## config.mk

```make
export PLATFORM = sky130hd
export DESIGN_NAME = mul64_seq_ctrl
export DESIGN_NICKNAME = d
export VERILOG_FILES = /design/src/rtl/mul64_seq_ctrl.sv
export SDC_FILE = /design/constraint.sdc
export NUM_CORES = 1
export LEC_CHECK = 0
export BUFFER_PORTS_ARGS = -buffer_cell sky130_fd_sc_hd__buf_2
export CORE_MARGIN = 10
export CORE_UTILIZATION = 40
export DETAILED_ROUTE_END_ITERATION = 8
export GPL_TIMING_DRIVEN = 0
export SETUP_SLACK_MARGIN = 0.3
export SYNTH_ARGS = -nofsm -noshare
export SYNTH_HDL_FRONTEND = slang
export SYNTH_HIERARCHICAL = 1
export SYNTH_SLANG_ARGS = --single-unit
```

## constraint.sdc

```tcl
create_clock -name clk -period 16.75 [get_ports clk]
set_clock_uncertainty 0.05 [all_clocks]
set_input_delay 0.8375 -clock clk [delete_from_list [all_inputs] [get_ports clk]]
set_output_delay 0.8375 -clock clk [all_outputs]
set_load 0.01 [all_outputs]
```

## src/rtl/mul64_seq_ctrl.sv

```systemverilog
// Sequential unsigned 64x64 -> 128-bit shift-add multiplier controller.
// One 64-bit carry-lookahead adder (8 x cla8) is reused across 64 iterations.

module cla8 (
  input  logic [7:0] a,
  input  logic [7:0] b,
  input  logic       ci,
  output logic [7:0] s,
  output logic       co
);

  logic [7:0] g;
  logic [7:0] p;
  logic [8:0] c;

  assign g = a & b;
  assign p = a ^ b;

  // Carry lookahead: each carry is a flattened sum of generate/propagate terms
  always_comb begin
    c = '0;
    c[0] = ci;
    for (int i = 0; i < 8; i++) begin
      logic term;
      logic acc;
      acc = g[i];
      for (int j = i - 1; j >= -1; j--) begin
        term = (j >= 0) ? g[j] : ci;
        for (int k = j + 1; k <= i; k++) begin
          term = term & p[k];
        end
        acc = acc | term;
      end
      c[i+1] = acc;
    end
  end

  assign s  = p ^ c[7:0];
  assign co = c[8];

endmodule

module cla64 (
  input  logic [63:0] a,
  input  logic [63:0] b,
  input  logic        ci,
  output logic [63:0] s,
  output logic        co
);

  localparam int unsigned N_BLK = 8;

  logic [N_BLK:0] c;

  assign c[0] = ci;

  for (genvar gi = 0; gi < N_BLK; gi++) begin : g_blk
    cla8 u_cla8 (
      .a  (a[gi*8 +: 8]),
      .b  (b[gi*8 +: 8]),
      .ci (c[gi]),
      .s  (s[gi*8 +: 8]),
      .co (c[gi+1])
    );
  end

  assign co = c[N_BLK];

endmodule

module mul64_seq_ctrl #(
  parameter int unsigned WIDTH = 64
) (
  input  logic                 clk,
  input  logic                 reset_n,
  input  logic                 op_start,
  input  logic                 op_clear,
  input  logic [WIDTH-1:0]     multiplicand,
  input  logic [WIDTH-1:0]     multiplier,
  output logic [2*WIDTH-1:0]   result,
  output logic                 op_busy,
  output logic                 op_done
);

  localparam int unsigned CNT_W    = 7;
  localparam int unsigned LAST_IT  = WIDTH - 1;

  typedef enum logic [1:0] {
    IDLE = 2'd0,
    EXEC = 2'd1,
    DONE = 2'd2
  } state_t;

  state_t             state;
  logic [CNT_W-1:0]   cnt;
  logic [WIDTH-1:0]   mcand_r;
  logic [2*WIDTH-1:0] p_r;

  logic [WIDTH-1:0]   hi;
  logic [WIDTH-1:0]   lo;
  logic [WIDTH-1:0]   add_b;
  logic [WIDTH-1:0]   add_s;
  logic               add_co;

  assign hi    = p_r[2*WIDTH-1:WIDTH];
  assign lo    = p_r[WIDTH-1:0];
  assign add_b = lo[0] ? mcand_r : '0;

  cla64 u_add (
    .a  (hi),
    .b  (add_b),
    .ci (1'b0),
    .s  (add_s),
    .co (add_co)
  );

  // Control and datapath; busy/done are registered alongside the state they decode
  always_ff @(posedge clk or negedge reset_n) begin
    if (!reset_n) begin
      state   <= IDLE;
      cnt     <= '0;
      mcand_r <= '0;
      p_r     <= '0;
      op_busy <= 1'b0;
      op_done <= 1'b0;
    end else if (op_clear) begin
      state   <= IDLE;
      cnt     <= '0;
      mcand_r <= '0;
      p_r     <= '0;
      op_busy <= 1'b0;
      op_done <= 1'b0;
    end else begin
      case (state)
        IDLE, DONE: begin
          if (op_start) begin
            mcand_r <= multiplicand;
            p_r     <= {{WIDTH{1'b0}}, multiplier};
            cnt     <= '0;
            state   <= EXEC;
            op_busy <= 1'b1;
            op_done <= 1'b0;
          end
        end
        EXEC: begin
          // Add-then-shift; the adder carry lands in the top product bit
          p_r <= {add_co, add_s, lo[WIDTH-1:1]};
          cnt <= cnt + CNT_W'(1);
          if (cnt == CNT_W'(LAST_IT)) begin
            state   <= DONE;
            op_busy <= 1'b0;
            op_done <= 1'b1;
          end
        end
        default: begin
          state   <= IDLE;
          op_busy <= 1'b0;
          op_done <= 1'b0;
        end
      endcase
    end
  end

  assign result = p_r;

endmodule

```

==> summary.txt <==
Worst setup path
  • CP required: 17.09 ns
  • CP max-delay cell: clkbuf_1
  • Most used cell, CP: a21o_1
  • Crit Path Max Fanout: 10
  • Crit Reg-Reg Endpoint: result[127]$_DFFE_PN0P_
  • Worst path max stage delay: 0.46 ns
  • Path type of the worst setup path: flop to flop
  • Crit Reg-Reg Startpoint: result[0]$_DFFE_PN0P_
  • Worst setup EP type: flop
  • R2r setup slk: ~6.0 ns
  • Critical Path AT: between 10 and 15 ns
  • Worst r2r path cells: 43
  • CP startpoint kind: flop

Clock network
  • Clock-pin slew on the worst setup and hold paths: 0.06 ns
  • Setup Fix Bufs, Post-CTS: 0
  • Worst-Skew Late Latency: 0.52 ns
  • CTS buffer count: 25
  • Resized cells post-CTS: 0
  • Worst-case clock buffer depth: 3
  • H-tree depth: 1
  • Hold_buf cts: 0
  • Clock Root Buffer: clkbuf_16
  • Clock sinks: between 200 and 250
  • CTS tree: built

Layout
  • Footprint of the multi-input gates: 5455 sq um
  • Most frequent cells in the layout: buf_2, dfrtp_1, a22o_1
  • FF+latch area: 5030 sq um
  • # fillers: roughly 2.5k
  • Most common cell after layout, fill and taps aside: buf_2
  • Synth-to-Final Area Change: 23.88%
  • Final instance area: 13490 sq um
  • Layout cells sized above 1: 28.92%
  • Fin nets: 1474
  • Final core utilization: 50.18%

Yosys
  • Post-Syn Instances: 972
  • Post-synth top area cell: dfrtp_1
  • Post-synth top area share: 46.20%
  • YS warnings: 6
  • FFs w/ async S/R, synth: 100.0%
  • Post-Syn Area: 10890 sq um
  • Syn_area_per_cell: 11.20 sq um
  • Register bit count reported by yosys: 201
  • Yosys cell types: 43
  • Ys flop type: dfrtp_1
  • Number of synthesized flops with an enable pin: 0
  • Synth top area cells: dfrtp_1, a22o_1, ha_1
  • Seq/Total Area, Yosys: between 40 and 50%

Floorplan
  • FP Rows: 60
  • Starting Density: 40.51%
  • Total core area: 26880 sq um
  • Die Area: 34220 sq um
  • Die Wd: 185.0 um
  • IO Pins: 262
  • Die Ht: 185.0 um

Pwr
  • VDD IR max: 72.91 uV
  • P_leak: around 7.4 nW
  • Power, Total: 1.239 mW
  • Pwr per Cell Area: 91.87 nW/um^2

Route
  • Drt drc: 0
  • WL final: 29700 um
  • Post-DRT Antenna Nets: 0
  • DRT iter0 DRCs: 441
  • Metal3 WL: around 2300 um
  • Highest metal used: met5
  • WL per Instance: 18.35 um
  • DR vias/cell: around 5.2
  • Met2 wire len: 13480 um
  • First-pass detailed-route iteration total: 4
  • Wl on met1: 13340 um
  • Via count: 8428

STA
  • Final setup vio count: 0
  • Tmin final: 10.79 ns
  • Setup TNS: 0 ns
  • Unrepaired setup endpoints after global routing: false
  • Final setup margin: 5.956 ns
  • Fin. Hold Viols: 0
  • Max_slew headroom: 31.45%
  • Final Max Tran Viols: 0
  • Fin crit share: 64.44%
  • Peak Freq: 92.65 MHz
  • Worst Tran Pin Value: 1.024 ns

Global routing
  • Initial antenna violation count: 4
  • First-pass GRT wire length: between 40000 and 50000 um
  • Largest net degree at the start of global routing: 111
  • Global-route usage over all layers: 16.83%
  • Vias in the first global route: 8726
  • Overflow after GRT: 0

Hold path
  • Hold Crit Class: input pin to async pin

Status
  • Status: completed

Place
  • Placement Cell Area: 12660 sq um
  • Place WS: 5.980 ns
  • Gpl congestion: slightly above 0.8
  • Detail Placement HPWL: ~23000 um
  • IO buf count: 260

Run
  • Number of max-cap violations: 0
[registers in the layout (all words and copies together) (netlist names)]
register,flops
op_done,1
state,1
mcand_r,64
result,128
cnt,7
[power breakdown]
part	internal (mW)	switching, mW
clock network	0.340	0.205
registers	0.514	0.0201
logic	0.0659	0.0943
[worst max-delay path: cells and delay by family (launching register included)]
| family | cells | cell delay [ns] |
|---|---|---|
| flops | 1 | 0.41 |
| buf+inv | 2 | 0.81 |
| simple gates | 1 | 0.18 |
| compound gates | 32 | 7.47 |
| fa+ha+maj | 8 | 1.76 |
[per-layer routing]
layer	vias to the layer above	global-route usage, %
li1	4109	-
met1	4056	21.94
met2	215	27.25
met3	44	4.663
met4	4	3.576
met5	-	0
[per-stage QoR]
stage          std cells  hold WS, ns
2_1_floorplan        973       0.4118
6_report            1619       0.3292
4_1_cts             1617       0.3732
3_5_place_dp        1575       0.4339
3_3_place_gp        1574       0.4302
5_1_grt             1617       0.4039
[final cells by class]
cell class / instances / area share [%]
inverter: 28 / 0.7793
clock buffer: 35 / 5.288
tap: 341 / 3.164
multi-input combinational: 688 / 40.45
clock inverter: 7 / 0.8350
sequential: 201 / 37.29
timing repair buffer: 261 / 9.927
buffer: 56 / 2.227
antenna: 2 / 0.03711
[synth_stat cells (6+ instances only)]
master	instances
and3_1	17
xnor2_1	30
o211ai_1	8
o21ai_1	27
buf_6	6
nor2b_1	10
a22oi_2	8
a21o_2	8
mux2i_1	64
a22o_1	129
fa_1	8
buf_2	32
inv_1	28
a221o_1	8
a21oi_1	18
ha_1	73
o21ai_0	56
xor2_1	29
nor3_2	8
and2_1	64
dfrtp_1	201
a21o_1	16
nand2_1	77
clkbuf_1	16
a221oi_1	8
[cells by family after synthesis]
kind of cell / Yosys count / synth area share (%)
mux: 64 / 5.884
fa+ha+maj: 81 / 9.861
xor+xnor: 59 / 4.747
other cells: 1 / 0.03445
flops: 201 / 46.20
simple gates: 192 / 9.597
compound gates: 290 / 19.95
buf+inv: 84 / 3.724
[worst max path at each step]
stage	startpoint	slack, ns	to	depth (start not counted)
global route	result[0]$_DFFE_PN0P_	5.36	result[127]$_DFFE_PN0P_	43
floorplan	result[0]$_DFFE_PN0P_	7.34	result[127]$_DFFE_PN0P_	43
finish	result[0]$_DFFE_PN0P_	5.96	result[127]$_DFFE_PN0P_	43
detailed placement	result[0]$_DFFE_PN0P_	5.98	result[127]$_DFFE_PN0P_	43
CTS	result[0]$_DFFE_PN0P_	5.92	result[127]$_DFFE_PN0P_	43
global placement	result[0]$_DFFE_PN0P_	6.15	result[127]$_DFFE_PN0P_	43
Note: power is estimated with default switching activity, not from simulation.
